File: src/rtl/instr_fetch_if.sv
// Instruction fetch bus bundle: byte-wide memory read port, instruction
// hand-off to the control unit, PC load and the fetch error flag.
// The master modport is the fetch stage; the slave modport is the environment
// (memory + control unit).
interface instr_fetch_if #(
   parameter int ADDR_W = 8
);
   logic [ADDR_W-1:0] mem_addr;
   logic              mem_rd;
   logic              mem_ack;
   logic [7:0]        mem_rdata;
   logic [7:0]        OPCODE;
   logic [7:0]        operand;
   logic [ADDR_W-1:0] instr_pc;
   logic              instr_valid;
   logic              instr_ready;
   logic              pc_load;
   logic [ADDR_W-1:0] pc_load_addr;
   logic              fetch_err;

   modport master (
      output mem_addr, mem_rd, OPCODE, operand, instr_pc, instr_valid, fetch_err,
      input  mem_ack, mem_rdata, instr_ready, pc_load, pc_load_addr
   );

   modport slave (
      input  mem_addr, mem_rd, OPCODE, operand, instr_pc, instr_valid, fetch_err,
      output mem_ack, mem_rdata, instr_ready, pc_load, pc_load_addr
   );
endinterface

File: src/rtl/instr_fetch.sv
// Instruction fetch stage: owns the PC, reads opcode (and optional immediate
// when opcode bit 7 is set) from a byte memory over req/ack, and hands the
// assembled instruction to the control unit over valid/ready. A PC load
// flushes any fetch in flight.
// Optional build macro FETCH_TIMEOUT_EN adds a wait-cycle watchdog that
// parks the stage in ERR with a sticky fetch_err until reset.
module instr_fetch #(
   parameter int                ADDR_W   = 8,
   parameter logic [ADDR_W-1:0] RESET_PC = {ADDR_W{1'b0}},
   parameter int                TIMEOUT  = 15
) (
   input logic           clk,
   input logic           rst,
   instr_fetch_if.master bus
);

   typedef enum logic [2:0] {
      REQ_OP   = 3'd0,
      WAIT_OP  = 3'd1,
      REQ_IMM  = 3'd2,
      WAIT_IMM = 3'd3,
      VALID    = 3'd4
`ifdef FETCH_TIMEOUT_EN
      , ERR    = 3'd5
`endif
   } state_t;

   localparam logic [ADDR_W-1:0] PC_ONE = {{(ADDR_W-1){1'b0}}, 1'b1};

   state_t            state_r;
   logic [ADDR_W-1:0] pc_r;
   logic [ADDR_W-1:0] mem_addr_r;
   logic              mem_rd_r;
   logic [7:0]        opcode_r;
   logic [7:0]        operand_r;
   logic [ADDR_W-1:0] instr_pc_r;
   logic              instr_valid_r;

`ifdef FETCH_TIMEOUT_EN
   localparam int             CNT_W   = $clog2(TIMEOUT + 1);
   localparam logic [CNT_W-1:0] CNT_ONE = {{(CNT_W-1){1'b0}}, 1'b1};

   logic [CNT_W-1:0] wait_cnt_r;
   logic             fetch_err_r;

   // True when one more ack-less cycle makes the wait count reach TIMEOUT.
   function automatic logic last_wait(input logic [CNT_W-1:0] cnt);
      return (cnt == CNT_W'(TIMEOUT - 1));
   endfunction
`endif

   // Fetch FSM: PC, memory request, instruction registers and error flag.
   always_ff @(posedge clk) begin
      if (rst) begin
         state_r       <= REQ_OP;
         pc_r          <= RESET_PC;
         mem_addr_r    <= RESET_PC;
         mem_rd_r      <= 1'b0;
         opcode_r      <= 8'h00;
         operand_r     <= 8'h00;
         instr_pc_r    <= RESET_PC;
         instr_valid_r <= 1'b0;
`ifdef FETCH_TIMEOUT_EN
         wait_cnt_r    <= {CNT_W{1'b0}};
         fetch_err_r   <= 1'b0;
      end else if (state_r == ERR) begin
         // ERR is terminal until reset; keep the bus quiet.
         state_r       <= ERR;
         mem_rd_r      <= 1'b0;
         instr_valid_r <= 1'b0;
`endif
      end else if (bus.pc_load) begin
         // Dropping mem_rd cancels any outstanding request; a same-cycle ack is discarded.
         pc_r          <= bus.pc_load_addr;
         mem_rd_r      <= 1'b0;
         instr_valid_r <= 1'b0;
         state_r       <= REQ_OP;
      end else begin
         case (state_r)
            REQ_OP: begin
               mem_rd_r   <= 1'b1;
               mem_addr_r <= pc_r;
`ifdef FETCH_TIMEOUT_EN
               wait_cnt_r <= {CNT_W{1'b0}};
`endif
               state_r    <= WAIT_OP;
            end
            WAIT_OP: begin
               if (bus.mem_ack) begin
                  opcode_r   <= bus.mem_rdata;
                  instr_pc_r <= pc_r;
                  pc_r       <= pc_r + PC_ONE;
                  mem_rd_r   <= 1'b0;
                  if (bus.mem_rdata[7]) begin
                     state_r <= REQ_IMM;
                  end else begin
                     operand_r     <= 8'h00;
                     instr_valid_r <= 1'b1;
                     state_r       <= VALID;
                  end
`ifdef FETCH_TIMEOUT_EN
               end else if (last_wait(wait_cnt_r)) begin
                  fetch_err_r   <= 1'b1;
                  mem_rd_r      <= 1'b0;
                  instr_valid_r <= 1'b0;
                  state_r       <= ERR;
               end else begin
                  wait_cnt_r <= wait_cnt_r + CNT_ONE;
`endif
               end
            end
            REQ_IMM: begin
               mem_rd_r   <= 1'b1;
               mem_addr_r <= pc_r;
`ifdef FETCH_TIMEOUT_EN
               wait_cnt_r <= {CNT_W{1'b0}};
`endif
               state_r    <= WAIT_IMM;
            end
            WAIT_IMM: begin
               if (bus.mem_ack) begin
                  operand_r     <= bus.mem_rdata;
                  pc_r          <= pc_r + PC_ONE;
                  mem_rd_r      <= 1'b0;
                  instr_valid_r <= 1'b1;
                  state_r       <= VALID;
`ifdef FETCH_TIMEOUT_EN
               end else if (last_wait(wait_cnt_r)) begin
                  fetch_err_r   <= 1'b1;
                  mem_rd_r      <= 1'b0;
                  instr_valid_r <= 1'b0;
                  state_r       <= ERR;
               end else begin
                  wait_cnt_r <= wait_cnt_r + CNT_ONE;
`endif
               end
            end
            VALID: begin
               // Outputs hold until the control unit takes the instruction.
               if (bus.instr_ready) begin
                  instr_valid_r <= 1'b0;
                  state_r       <= REQ_OP;
               end
            end
            default: begin
               mem_rd_r      <= 1'b0;
               instr_valid_r <= 1'b0;
               state_r       <= REQ_OP;
            end
         endcase
      end
   end

   assign bus.mem_addr    = mem_addr_r;
   assign bus.mem_rd      = mem_rd_r;
   assign bus.OPCODE      = opcode_r;
   assign bus.operand     = operand_r;
   assign bus.instr_pc    = instr_pc_r;
   assign bus.instr_valid = instr_valid_r;
`ifdef FETCH_TIMEOUT_EN
   assign bus.fetch_err   = fetch_err_r;
`else
   assign bus.fetch_err   = 1'b0;
`endif

endmodule

File: src/flat_wrapper.sv
// flat-port wrapper written by rule: the top's interface ports become plain ports
module instr_fetch_flat 
#(
   parameter int                ADDR_W   = 8,
   parameter logic [ADDR_W-1:0] RESET_PC = {ADDR_W{1'b0}},
   parameter int                TIMEOUT  = 15
)
  (clk, rst, bus_mem_addr, bus_mem_rd, bus_OPCODE, bus_operand, bus_instr_pc, bus_instr_valid, bus_fetch_err, bus_mem_ack, bus_mem_rdata, bus_instr_ready, bus_pc_load, bus_pc_load_addr);
  instr_fetch_if #(.ADDR_W(ADDR_W)) bus_i ();
  input logic clk;
  input logic rst;
  output wire logic [$bits(bus_i.mem_addr)-1:0] bus_mem_addr;
  output wire logic [$bits(bus_i.mem_rd)-1:0] bus_mem_rd;
  output wire logic [$bits(bus_i.OPCODE)-1:0] bus_OPCODE;
  output wire logic [$bits(bus_i.operand)-1:0] bus_operand;
  output wire logic [$bits(bus_i.instr_pc)-1:0] bus_instr_pc;
  output wire logic [$bits(bus_i.instr_valid)-1:0] bus_instr_valid;
  output wire logic [$bits(bus_i.fetch_err)-1:0] bus_fetch_err;
  input wire logic [$bits(bus_i.mem_ack)-1:0] bus_mem_ack;
  input wire logic [$bits(bus_i.mem_rdata)-1:0] bus_mem_rdata;
  input wire logic [$bits(bus_i.instr_ready)-1:0] bus_instr_ready;
  input wire logic [$bits(bus_i.pc_load)-1:0] bus_pc_load;
  input wire logic [$bits(bus_i.pc_load_addr)-1:0] bus_pc_load_addr;
  assign bus_mem_addr = bus_i.mem_addr;
  assign bus_mem_rd = bus_i.mem_rd;
  assign bus_OPCODE = bus_i.OPCODE;
  assign bus_operand = bus_i.operand;
  assign bus_instr_pc = bus_i.instr_pc;
  assign bus_instr_valid = bus_i.instr_valid;
  assign bus_fetch_err = bus_i.fetch_err;
  assign bus_i.mem_ack = bus_mem_ack;
  assign bus_i.mem_rdata = bus_mem_rdata;
  assign bus_i.instr_ready = bus_instr_ready;
  assign bus_i.pc_load = bus_pc_load;
  assign bus_i.pc_load_addr = bus_pc_load_addr;
  instr_fetch #(.ADDR_W(ADDR_W), .RESET_PC(RESET_PC), .TIMEOUT(TIMEOUT)) u_core (.clk(clk), .rst(rst), .bus(bus_i));
endmodule
File: config.mk
export PLATFORM = sky130hd
export DESIGN_NAME = instr_fetch_flat
export DESIGN_NICKNAME = d
export VERILOG_FILES = /design/src/rtl/instr_fetch_if.sv /design/src/rtl/instr_fetch.sv /design/src/flat_wrapper.sv
export SDC_FILE = /design/constraint.sdc
export NUM_CORES = 1
export LEC_CHECK = 0
export ABC_AREA = 1
export CORE_ASPECT_RATIO = 1.75
export CORE_MARGIN = 3
export CORE_UTILIZATION = 51
export DETAILED_ROUTE_END_ITERATION = 6
export PLACE_DENSITY = 0.87
export SLEW_MARGIN = 30
export SYNTH_ARGS = -nofsm -noshare
export SYNTH_HDL_FRONTEND = slang
export SYNTH_SLANG_ARGS = --single-unit
File: constraint.sdc
create_clock -name clk -period 2.1 [get_ports clk]
set_clock_uncertainty 0.15 [all_clocks]
set_input_delay 0.42 -clock clk [delete_from_list [all_inputs] [get_ports clk]]
set_output_delay 0.42 -clock clk [all_outputs]
set_load 0.01 [all_outputs]
==> results of run 1 <==
power by group:
group,internal (mW),leakage [nW],switching [mW]
registers,0.891,0.367,0.0324
logic,0.123,0.666,0.123
clock network,0.297,0.0542,0.284
total,1.31,1.09,0.439
worst min path at each step:
| stage | startpoint | end | slack (ps) | cells past startpoint |
|---|---|---|---|---|
| global route | u_core.bus.instr_valid | u_core.bus.instr_valid | 330 | 2 |
| floorplan | u_core.bus.instr_valid | u_core.bus.instr_valid | 320 | 2 |
| detailed placement | u_core.bus.instr_valid | u_core.bus.instr_valid | 290 | 2 |
| finish | u_core.bus.instr_valid | u_core.bus.instr_valid | 300 | 2 |
| CTS | u_core.bus.instr_valid | u_core.bus.instr_valid | 310 | 2 |
| global placement | u_core.bus.instr_valid | u_core.bus.instr_valid | 290 | 2 |
stage by stage:
| step | setup slack, ps | power, mW | instance area (um2) |
|---|---|---|---|
| 2_1_floorplan | 645.8 | 1.064 | 1976 |
| 3_3_place_gp | 124.6 | 1.183 | 2547 |
| 3_5_place_dp | 98.94 | 1.187 | 2547 |
| 4_1_cts | 328.4 | 1.756 | 2649 |
| 5_1_grt | 250.5 | 1.826 | 2649 |
| 6_report | 333.2 | 1.751 | 2649 |
layout by cell type, fill, tap and decap left out, drive strengths merged, types with 2 or more instances in the layout:
| cell | Yosys | routed |
|---|---|---|
| nand3 | 25 | 25 |
| nand2 | 45 | 45 |
| a21oi | 16 | 16 |
| o21ai | 34 | 34 |
| buf | 11 | 7 |
| clkbuf | 2 | 7 |
| inv | 22 | 22 |
| clkdlybuf4s50 | 0 | 54 |
| nand4 | 2 | 2 |
| a211oi | 2 | 2 |
| nor2 | 58 | 58 |
| dfxtp | 45 | 45 |
logic make-up after synthesis:
family | share of synthesized area, %
simple gates | 29.45
compound gates | 14.88
flops | 45.60
buf+inv | 8.803
xor+xnor | 0.4434
fa+ha+maj | 0.6332
other cells | 0.1898
layout make-up:
type / instances / area (um2)
Clock inverter: 1 / 5.005
Clock buffer: 7 / 96.34
Tap cell: 46 / 57.56
Timing Repair Buffer: 61 / 605.6
Fill cell: 294 / 1016
Inverter: 22 / 82.58
Multi-Input combinational cell: 189 / 900.9
Sequential cell: 45 / 900.9
sequential cells by signal (all words and copies together) (netlist names):
signal	flops
u_core.bus.operand	8
u_core.bus.instr_valid	1
u_core.pc_r	8
u_core.state_r	3
u_core.bus.mem_rd	1
u_core.bus.instr_pc	8
u_core.bus.mem_addr	8
u_core.bus.OPCODE	8
per-layer routing:
layer  routed length [um]  vias up  track usage (%)
met5                    0        -                0
met4                  146        0            11.86
met3                  222       14            5.396
met2                 2661       52            42.08
met1                 1907      897            25.19
li1                     -      973                -
==> results.toml, run 1 <==
[outcome]
outcome = "finished, final reports clean"

[route]
drc = 0
wl_um = 4937
antenna_left = 0
vias = 1936
drtPass1Iterations = 5
viasPerCell = 5.218
first_iter_violations = 35
wire_per_inst_um = 13.31

[clocking]
ctsHoldBuffers = 0
cts_tree = "built"
cts_root_buf = "clkbuf_8"
clk_pin_slew_ps = 80
clock_sinks = 45
clockBufferDepth = 2
cts_resized = 0
insertion_delay_ps = 290
post_cts_buffers = 0
htreeDepth = 2
cts_buffers = 5

[worst_setup_path]
critPathCaptureType = "output pin"
path_buf_inv = 1
critical_path.endpoint = "bus_instr_pc[0]"
required_ps = 1530
r2r_start = "u_core.state_r[0]"
reg2regPathDepth = 7
cp.depth = 1
worstPathArrival_ps = 1200
crit_type = "reg -> out"
critPathLaunchType = "flop"
r2r_end = "u_core.bus.operand[7]"
critical_path.top_delay_family = "buffers and inverters"
critPathMaxStageDelay_ps = 550
cp_cell_sequence = "clkdlybuf4s50_1"
critPathLaunch = "u_core.bus.instr_pc[0]"
crit_fanout = 2
slowest_stage = "clkdlybuf4s50_1"
ff2ff_setup_slack_ps = 560

[cells_and_area]
antenna_cells = 0
drive_gt1_share_pct = 7.385
final_cells = 371
nNetsFinal = 346
final_util_pct = 72.28
area_growth_pct = 34.07

[synth]
syn_area_per_cell_um2 = 7.344
postSynthCellCount = 269
syn-cell-area_um2 = 1976
synth.top_cells.by_area = "dfxtp_1 46%, nor2_1 9.9%, o21ai_0 8.6%, nand2_1 8.4%, nand3_1 6.3%"
ys_seq_area_share_pct = 45.60
synth_top_cell_area_share_pct = 45.60
synth_top_area_cell = "dfxtp_1"
yosys.cell_types.count = 27
synth_edf_count = 0
synthFlopType = "dfxtp_1"
yosysMostFrequentCell = "nor2_1"
ys_seq_elements = 45
yosys_warnings = 0
synthTopCellsByCount = "52 x nor2_1, 45 x dfxtp_1, 44 x nand2_1"
synth_fp_nets = 291
async_reset_ff_share_pct = 0

[timing]
rsz0062_at_grt = "false"
hold_viol_final = 0
period_minus_slack_ps = 1767
timing.fmax_mhz = 566.0
fin_tns_setup_ps = 0
slew_violations = 0
hold_ws_ps = 302.9
fin_crit_sh_pct = 84.13
finalSetupViolCount = 0

[floorplanning]
die_x_um = 53.05
start_util_pct = 53.91
dieArea_um2 = 4686
rows = 29
core_area_um2 = 3665
pin_count = 56
die_h_um = 88.34

[global_routing]
grt_use_total_pct = 23.60
grt_pass1_vias = 1875
overflow = 0
antenna_found_initial = 0
grt_max_degree = 26
grt_pass1_wl_um = 8231

[placement]
post-place-cells = 363
dp_hpwl_um = 3628
io_buffer_count = 54
gp_congestion = 0.8479

[worst_hold_path]
hold_path.class = "reg -> reg"

[power]
p_leak_nw = 1.088
irDropWorstVdd_mv = 0.5169
pwr_density_cell_nw_per_um2 = 660.9

[job]
max_cap_violations = 0
Power figures use the tool's default switching activity.
==> inputs of run 2 (changes only) <==
- CORE_UTILIZATION: 51 -> 47
- PLACE_DENSITY: 0.87 -> 0.81
- clock period: 2.1 -> 1.7 ns (I/O delays scaled with it)
==> run 2 against run 1 <==
Die area up 7.7%. Final cell count rose by 3.8%. Combinational power rose by 29%. Critical path depth stayed put. Count of clock-buffer cells in the layout is 1 higher. Global-route usage is 1.9 points lower. Final area rose by 4.1%. Worst hold slack improved by 5.7 ps. Wire length down 0.51%. Via count up 2.0%.
==> results.toml, run 2 (synthesis gave the netlist of run 1 again) <==
[outcome]
outcome = "finished, final reports clean"

[clocking]
clockBufferDepth = 2
cts_buffers = 5
insertion_delay_ps = 290
clock_sinks = 45
htreeDepth = 2
clk_pin_slew_ps = 80
cts_tree = "built"
cts_root_buf = "clkbuf_8"

[global_routing]
grt_max_degree = 17
overflow = 0
grt_use_total_pct = 21.68
antenna_found_initial = 0
grt_pass1_vias = 2029
grt_pass1_wl_um = 8362

[worst_setup_path]
critPathLaunchType = "flop"
worstPathArrival_ps = 1180
crit_fanout = 2
r2r_end = "u_core.pc_r[6]"
cp_cell_sequence = "clkdlybuf4s50_1"
crit_type = "reg -> out"
critPathLaunch = "u_core.bus.mem_rd"
critical_path.top_delay_family = "buffers and inverters"
path_buf_inv = 1
critPathCaptureType = "output pin"
ff2ff_setup_slack_ps = 250
critical_path.endpoint = "bus_mem_rd"
reg2regPathDepth = 5
required_ps = 1210
r2r_start = "u_core.pc_r[0]"
cp.depth = 1
critPathMaxStageDelay_ps = 540
slowest_stage = "clkdlybuf4s50_1"

[cells_and_area]
nNetsFinal = 358
final_cells = 385
antenna_cells = 0
layout_commonest_cell = "nor2_1"
area_growth_pct = 39.58
fin_area_um2 = 2758
mostFrequentLayoutCells = "52 x nor2_1, 45 x dfxtp_1, 44 x nand2_1"
drive_gt1_share_pct = 9.792

[route]
antenna_left = 0
first_iter_violations = 29
viasPerCell = 5.127
wl_um = 4912
vias = 1974
drtPass1Iterations = 4
wire_per_inst_um = 12.76
drc = 0

[worst_hold_path]
min_path_cells = 2
hold_path.class = "reg -> reg"

[job]
max_cap_violations = 0

[placement]
post-place-cells = 377
place_ws_ps = -150.2
gp_congestion = 0.8648
io_buffer_count = 54
dp_hpwl_um = 3719
place_area_um2 = 2640

[floorplanning]
dieArea_um2 = 5048
pin_count = 56
start_util_pct = 49.65
die_x_um = 55.01
die_h_um = 91.77
core_area_um2 = 3979
rows = 30

[power]
irDropWorstVdd_mv = 0.5370
p_leak_nw = 1.397
pwr_density_cell_nw_per_um2 = 756.8

[timing]
hold_viol_final = 0
rsz0062_at_grt = "false"
timing.fmax_mhz = 598.8
fin_ws_ps = 30.12
slew_violations = 0
fin_crit_sh_pct = 98.23
finalSetupViolCount = 0
period_minus_slack_ps = 1670
[run 2: area by class of cell]
cell class / instances / area [um2]
fillers: 346 / 1221
flip-flops and latches: 45 / 900.9
multi-input cells: 189 / 900.9
repair buffers: 73 / 733.2
inverters: 22 / 82.58
clock buffers: 8 / 80.08
well taps: 48 / 60.06
[run 2: worst min path at each step]
stage / slack (ps) / startpoint / to
6_report: 310 / u_core.bus.instr_valid / u_core.bus.instr_valid
3_3_place_gp: 290 / u_core.bus.instr_valid / u_core.bus.instr_valid
5_1_grt: 340 / u_core.bus.instr_valid / u_core.bus.instr_valid
4_1_cts: 310 / u_core.bus.instr_valid / u_core.bus.instr_valid
2_1_floorplan: 320 / u_core.bus.instr_valid / u_core.bus.instr_valid
3_5_place_dp: 300 / u_core.bus.instr_valid / u_core.bus.instr_valid
[run 2: per-stage QoR]
step / setup TNS (ps) / utilization (%) / hold WS (ps) / power [mW]
2_1_floorplan: 0 / - / 319.3 / 1.314
3_3_place_gp: -2542 / 66.35 / 289.0 / 1.478
3_5_place_dp: -3531 / 66.35 / 304.1 / 1.484
4_1_cts: 0 / 68.36 / 314.9 / 2.113
5_1_grt: 0 / 69.31 / 340.7 / 2.188
6_report: 0 / 69.31 / 308.6 / 2.087
[run 2: what timing repair did]
item                                    CTS  global route
setup buffers                             0             0
hold buffers                              0             0
resized for setup                         0            15
endpoints found under the setup margin    0            15
[run 2: report_power, final]
part           leakage, nW  internal (mW)  total [mW]  switching (mW)
Clock               0.0395          0.292       0.628           0.336
Combinational        0.990          0.165       0.318           0.153
Sequential           0.367           1.10        1.14          0.0396
Total                 1.40           1.56        2.09           0.529
[run 2: per-layer routing]
metal  wire [um]  vias up  track usage (%)
met3         258       16            5.528
met4         187        0            12.37
met1        1874      909            23.05
met2        2591       56            36.36
li1            -      993                -
met5           0        -                0
[run 2: worst min-delay path, cell delays in order (launching register included)]
cell and delay [ps]:
dfxtp_1 310, inv_1 50, a21oi_1 60
==> inputs of run 3 (changes only) <==
- SETUP_SLACK_MARGIN: default -> 0.1
==> run 3 against run 2 <==
Die area did not move. Non-clock buffer count did not move. Worst hold slack got worse by 3.4 ps. Wire length rose by 1.9%. Sequential cell count did not move. Critical path depth rose by 7. Power fell by 0.93%. Sequential power barely moved. Final area fell by 2.6%. Register-to-register slack barely moved. Count of clock-buffer cells in the layout did not move. Critical path type is now in -> reg. Critical endpoint is now u_core.bus.operand[0]. Largest cell class is now multi-input combinational cells.
==> results.toml, run 3 (synthesis gave the netlist of run 1 again) <==
[route]
vias = 2017
drtPass1Iterations = 4
viasPerCell = 5.225
first_iter_violations = 43
antenna_left = 0
wire_per_inst_um = 12.96
wl_um = 5003
drc = 0

[global_routing]
top_usage_layer = "met2"
grt_pass1_wl_um = 8293
gr-usage-met2_pct = 36.36
grt_max_degree = 17
grt_pass1_vias = 2010
grt_use_total_pct = 21.52
met3_usage_pct = 5.366
antenna_found_initial = 0
overflow = 0
use_met1_pct = 22.64

[timing]
period_minus_slack_ps = 1526
hold_viol_final = 0
timing.fmax_mhz = 655.2
fin_crit_sh_pct = 89.78
slew_violations = 0
finalSetupViolCount = 0
rsz0062_at_grt = "false"
hold_ws_ps = 305.2

[worst_setup_path]
r2r_start = "u_core.pc_r[1]"
critPathMaxStageDelay_ps = 480
slowest_stage = "clkdlybuf4s50_1"
crit_fanout = 7
critical_path.top_delay_family = "simple AND/OR/NAND/NOR gates"
critPathCaptureType = "flop"
crit_type = "in -> reg"
critPathLaunchType = "primary input"
r2r_end = "u_core.pc_r[6]"
worstPathArrival_ps = 1570
path_buf_inv = 2
required_ps = 1740
reg2regPathDepth = 5
ff2ff_setup_slack_ps = 250
cp_cell_sequence = "clkdlybuf4s50_1, inv_1, nor2_4, nand2_4, nor2_2, nand2_1, o21ai_0, nor2_1"

[placement]
dp_hpwl_um = 3719
gp_congestion = 0.8648
io_buffer_count = 54

[outcome]
outcome = "finished, final reports clean"

[floorplanning]
rows = 30
core_area_um2 = 3979
start_util_pct = 49.65
die_x_um = 55.01
pin_count = 56
dieArea_um2 = 5048
die_h_um = 91.77

[clocking]
cts_tree = "built"
clock_sinks = 45
cts_buffers = 5
clk_pin_slew_ps = 80
ctsHoldBuffers = 0
cts_root_buf = "clkbuf_8"
insertion_delay_ps = 290
post_cts_buffers = 0
htreeDepth = 2
clockBufferDepth = 2

[cells_and_area]
drive_gt1_share_pct = 10.06
n_fill_cell = 367
mostFrequentLayoutCells = "52 x nor2_1, 45 x dfxtp_1, 44 x nand2_1"
layout_commonest_cell = "nor2_1"
area_growth_pct = 35.97
nNetsFinal = 359
antenna_cells = 0

[power]
fin_total_pwr_mw = 2.068
pwr_density_cell_nw_per_um2 = 769.7
irDropWorstVdd_mv = 0.5298
p_leak_nw = 1.290

[worst_hold_path]
worstHoldStart = "u_core.bus.instr_valid"
hold_path.class = "reg -> reg"
min_path_cells = 2
holdPathEnd = "u_core.bus.instr_valid"

[job]
max_cap_violations = 0
run 3: stage by stage:
step                      util [%]  TNS (ps)  instance area (um2)  std cells  worst slack, ps
after floorplan                  -         0                 1976        269            325.8
after global placement       66.35     -2542                 2640        377           -106.1
after detailed placement     66.35     -3531                 2640        377           -150.2
after CTS                    67.30         0                 2678        385            168.1
after global routing         67.52         0                 2686        386            87.40
final                        67.52         0                 2686        386            173.7
run 3: worst max-delay path by stage:
stage	start	endpoint	slack, ps	cells past startpoint
2_1_floorplan	bus_pc_load	u_core.bus.instr_pc[5]	330	8
3_3_place_gp	bus_pc_load	u_core.bus.operand[0]	-110	7
3_5_place_dp	bus_mem_ack	u_core.bus.operand[3]	-150	8
4_1_cts	bus_pc_load	u_core.bus.operand[3]	170	7
5_1_grt	bus_mem_ack	u_core.bus.operand[1]	90	7
6_report	bus_mem_ack	u_core.bus.operand[0]	170	8
run 3: final cells by class:
| type | count | area (um2) | area share [%] |
|---|---|---|---|
| multi-input combinational | 190 | 907.1 | 33.77 |
| clock buffer | 8 | 80.08 | 2.981 |
| tap | 48 | 60.06 | 2.236 |
| timing repair buffer | 73 | 655.6 | 24.41 |
| inverter | 22 | 82.58 | 3.074 |
| sequential | 45 | 900.9 | 33.54 |
run 3: power by group:
part / leakage [nW] / switching, mW / internal (mW) / total [mW]
combinational: 0.883 / 0.155 / 0.147 / 0.302
clock: 0.0395 / 0.335 / 0.292 / 0.627
sequential: 0.367 / 0.0386 / 1.10 / 1.14
run 3: per-layer routing:
layer	wire length [um]	vias up
met5	0	-
met4	203	0
met3	286	18
met2	2642	63
met1	1871	936
li1	-	1000
run 3: worst min-delay path, cell delays in order (launching register included):
cell	delay [ps]
dfxtp_1	310
inv_1	50
a21oi_1	60
run 3: timing repair:
action | in CTS | in global routing
pin swaps | 0 | 1
endpoints found under the setup margin | 34 | 10
cloned | 0 | 1
resized for setup | 34 | 2
